File: config.mk
export PLATFORM = sky130hd
export DESIGN_NAME = reg_cmp_stage
export DESIGN_NICKNAME = d
export VERILOG_FILES = /design/src/rtl/reg_cmp_stage.sv
export SDC_FILE = /design/constraint.sdc
export NUM_CORES = 1
export LEC_CHECK = 0
export ABC_CLOCK_PERIOD_IN_PS = 2540
export CAP_MARGIN = 20
export CORE_AREA = 2 2 78 80
export DETAILED_ROUTE_END_ITERATION = 8
export DIE_AREA = 0 0 80 82
export PLACE_DENSITY = 0.76
export SYNTH_ARGS = -nofsm -noshare
export SYNTH_HDL_FRONTEND = slang
export SYNTH_SLANG_ARGS = --single-unit
File: constraint.sdc
create_clock -name clk -period 2.54 [get_ports clk]
set_clock_uncertainty 0.1 [all_clocks]
set_input_delay 0.508 -clock clk [delete_from_list [all_inputs] [get_ports clk]]
set_output_delay 0.508 -clock clk [all_outputs]
set_load 0.1 [all_outputs]
File: src/rtl/reg_cmp_stage.sv
// Stage 2 of the scan: captures register data, compares it with the ROM word one
// cycle later, and keeps the match count, mismatch pulse and first-fail index.
module reg_cmp_stage #(
  parameter int DATA_WIDTH = 32,
  parameter int IDX_W      = 5,
  parameter int CNT_W      = 6
) (
  input  logic                  clk,
  input  logic                  rst,
  input  logic                  i_clear,
  input  logic                  i_capture,
  input  logic [DATA_WIDTH-1:0] i_rf_data,
  input  logic [IDX_W-1:0]      i_idx,
  input  logic [DATA_WIDTH-1:0] i_exp_data,
  output logic [CNT_W-1:0]      o_match_cnt,
  output logic                  o_mismatch_valid,
  output logic [IDX_W-1:0]      o_mismatch_idx,
  output logic [IDX_W-1:0]      o_first_fail_idx
);

  logic                  r_cmp_v;
  logic [DATA_WIDTH-1:0] r_rf_q;
  logic [IDX_W-1:0]      r_idx_q;
  logic [CNT_W-1:0]      r_match_cnt;
  logic                  r_mismatch_valid;
  logic [IDX_W-1:0]      r_mismatch_idx;
  logic [IDX_W-1:0]      r_first_fail_idx;
  logic                  r_fail_seen;
  logic                  w_equal;

  // The ROM answers one cycle after its address, so it lines up with the captured rf word.
  assign w_equal = (r_rf_q == i_exp_data);

  always_ff @(posedge clk) begin
    if (rst) begin
      r_cmp_v          <= 1'b0;
      r_rf_q           <= '0;
      r_idx_q          <= '0;
      r_match_cnt      <= '0;
      r_mismatch_valid <= 1'b0;
      r_mismatch_idx   <= '0;
      r_first_fail_idx <= '0;
      r_fail_seen      <= 1'b0;
    end else begin
      r_cmp_v <= i_capture;
      if (i_capture) begin
        r_rf_q  <= i_rf_data;
        r_idx_q <= i_idx;
      end
      r_mismatch_valid <= r_cmp_v && !w_equal;
      if (r_cmp_v && !w_equal) begin
        r_mismatch_idx <= r_idx_q;
      end
      if (i_clear) begin
        r_match_cnt      <= '0;
        r_first_fail_idx <= '0;
        r_fail_seen      <= 1'b0;
      end else if (r_cmp_v) begin
        if (w_equal) begin
          r_match_cnt <= r_match_cnt + 1'b1;
        end else if (!r_fail_seen) begin
          r_first_fail_idx <= r_idx_q;
          r_fail_seen      <= 1'b1;
        end
      end
    end
  end

  assign o_match_cnt      = r_match_cnt;
  assign o_mismatch_valid = r_mismatch_valid;
  assign o_mismatch_idx   = r_mismatch_idx;
  assign o_first_fail_idx = r_first_fail_idx;

endmodule

==> impl_metrics.toml <==
[place]
portBuffers = 89
gp_congestion = 0.797
dp_hpwl_um = 4090
dp_slack_ns = -0.118
dpl.cell_count = 403
dpl_cell_area_um2 = 3410

[detailed_routing]
first_pass_iters = 4
route.detailed.drc = 0
finalWirelength_um = 5450
drt_iter0_drc = 109
vias = 1960
vias_per_cell = 4.77
drtAntennaViolNets = 0
wire_per_inst_um = 13.3

[cells_and_area]
n_antenna_cell = 0
stdcell_count = 411
drive_above_1_share = 0.143
area_growth_pct = 41.9
design_area_um2 = 3510
final.fill_count = 519
final_nets = 409

[floorplanning]
dieArea_um2 = 6560
start_util = 0.431
rows = 28
ios = 90
core-area_um2 = 5750
fp.dieH_um = 82
fp.dieW_um = 80

[power]
p_per_area_nw_per_um2 = 503
vdd_ir_drop_max_mv = 0.320
leakagePower_nw = 1.56

[clock_network]
cts_setup_buffers = 0
cts-root-buf = "clkbuf_8"
cts_hold_buf = 0
worstSkewPairLatency_ns = 0.31
h-tree-depth = 2
clock_path_buffers = 2
cts_tree = "built"
cts.sinks = 56
path_clk_slew_ns = 0.10
postCtsResizedCells = 0
cts_inserted_buffers = 5

[sta]
fmax_mhz = 432
setup_viol = 0
maxSlewViolCount = 0
rsz0062_at_grt = "false"
maxSlewHeadroom = 0.659
timing.final.hold_violations = 0
layout_setup_ws_ns = 0.228
fin_crit_ns = 2.31
worst_pin_slew_ns = 0.512
holdWs_ns = 0.369
fin_crit_sh = 0.910

[critical_path]
reg2reg_depth = 7
cp.required_ns = 2.62
crit_path_end_kind = "register"
worstPathArrival_ns = 2.40
start_kind = "input port"
cp_max_fo = 7
path_class = "input port to register"

[global_routing]
grt_pass1_wl_um = 8600
grt_util_all_layers = 0.171
grt_max_degree = 50
grt_antenna_before_repair = 0
overflow = 0
grt_pass1_vias = 1897

[status]
status = "finished, final reports clean"

[synthesis]
syn_nets = 319
syn_area_per_cell_um2 = 10.1
yosysWarnings = 0
synth-seq-area-share = 0.453
synth_cell_types = 24
netlist_area_um2 = 2470
synth-seq-cells = 56
synthesis.instances = 245

[worst_hold_path]
hold_class = "register to register"
min_path_cells = 2

[job]
cap_violations = 0
==> placed cells by master, fill, tap and decap left out, types with 2 or more instances in the layout <==
| cell | synthesis | layout |
|---|---|---|
| nor2_1 | 45 | 45 |
| buf_2 | 2 | 2 |
| clkinvlp_4 | 0 | 2 |
| nor4_2 | 8 | 8 |
| or3_1 | 2 | 2 |
| nand2_1 | 21 | 21 |
| xor2_1 | 32 | 32 |
| clkbuf_8 | 0 | 6 |
| clkdlybuf4s50_1 | 0 | 70 |
| nand4_2 | 2 | 2 |
| xnor2_1 | 2 | 2 |
| nor3_2 | 2 | 2 |
| nor3_1 | 4 | 4 |
| buf_4 | 0 | 21 |
| mux2i_1 | 50 | 50 |
| dfxtp_1 | 56 | 56 |
==> cells in the mapped netlist (all sizes together) <==
library cell	instances	area (um2)
xnor2	2	17.5
or3	2	12.5
a31o	1	8.76
a21oi	1	5.00
o21ai	1	16.3
nor4	9	106
nand2	21	78.8
buf	4	17.5
nand3	1	10.0
nor3	6	40.0
inv	1	3.75
a21boi	1	7.51
or2	1	8.76
mux2i	50	500
nor2	45	169
nand4	2	25.0
dfxtp	56	1120
xor2	32	280
ha	1	12.5
clkbuf	7	26.3
nor2b	1	6.26
==> metal layers <==
layer	up-vias	global-route usage	routed length, um
met4	0	0.0797	141
met3	10	0.0516	295
met5	-	0	0
met2	54	0.294	2670
li1	994	-	-
met1	902	0.195	2350
==> registers in the layout, indices dropped and copies added, names as in the netlist <==
register	count
o_mismatch_valid	1
o_match_cnt	6
r_rf_q	32
o_mismatch_idx	5
r_fail_seen	1
o_first_fail_idx	5
r_cmp_v	1
r_idx_q	5
==> power breakdown <==
part           internal [mW]  total, mW  switching [mW]
Sequential             0.917      0.946          0.0280
Clock                  0.221      0.514           0.292
Combinational          0.175      0.307           0.132
==> cell families (layout without fill, tap and decap cells) <==
family | Yosys count | after routing | synth area share
simple gates | 88 | 88 | 0.185
flops | 56 | 56 | 0.453
mux | 50 | 50 | 0.202
xor+xnor | 34 | 34 | 0.120
buf+inv | 12 | 103 | 0.0192
compound gates | 4 | 4 | 0.0152
fa+ha+maj | 1 | 1 | 0.00506
==> final cells by class <==
cell class / instances / area [um2] / share of cell area
repair buffers: 94 / 888 / 0.253
multi-input cells: 177 / 1310 / 0.372
inverters: 1 / 3.75 / 0.00107
clock inverters: 2 / 15.0 / 0.00428
clock buffers: 6 / 82.6 / 0.0235
flip-flops and latches: 56 / 1120 / 0.319
well taps: 75 / 93.8 / 0.0267
==> metrics by stage <==
| step | total power [mW] | util | TNS, ns |
|---|---|---|---|
| floorplan | 1.12 | - | 0 |
| global placement | 1.27 | 0.594 | -0.677 |
| detailed placement | 1.27 | 0.594 | -1.01 |
| CTS | 1.79 | 0.611 | 0 |
| global route | 1.85 | 0.611 | 0 |
| finish | 1.77 | 0.611 | 0 |
==> final timing paths <==
check                                         start                   to  slack (ns)
worst max-delay path                 i_exp_data[24]    o_mismatch_idx[0]        0.23
worst min-delay path            o_first_fail_idx[0]  o_first_fail_idx[0]        0.37
worst max register to register           r_rf_q[24]    o_mismatch_idx[0]        0.50
worst min register to register  o_first_fail_idx[0]  o_first_fail_idx[0]        0.37
==> critical path, cell delays in order <==
cell and delay [ns]:
clkdlybuf4s50_1 0.41, xor2_1 0.14, nor4_1 0.35, buf_4 0.18, nand4_2 0.17, o21ai_4 0.35
mux2i_1 0.22, nor2_1 0.06
Power figures use the tool's default switching activity.
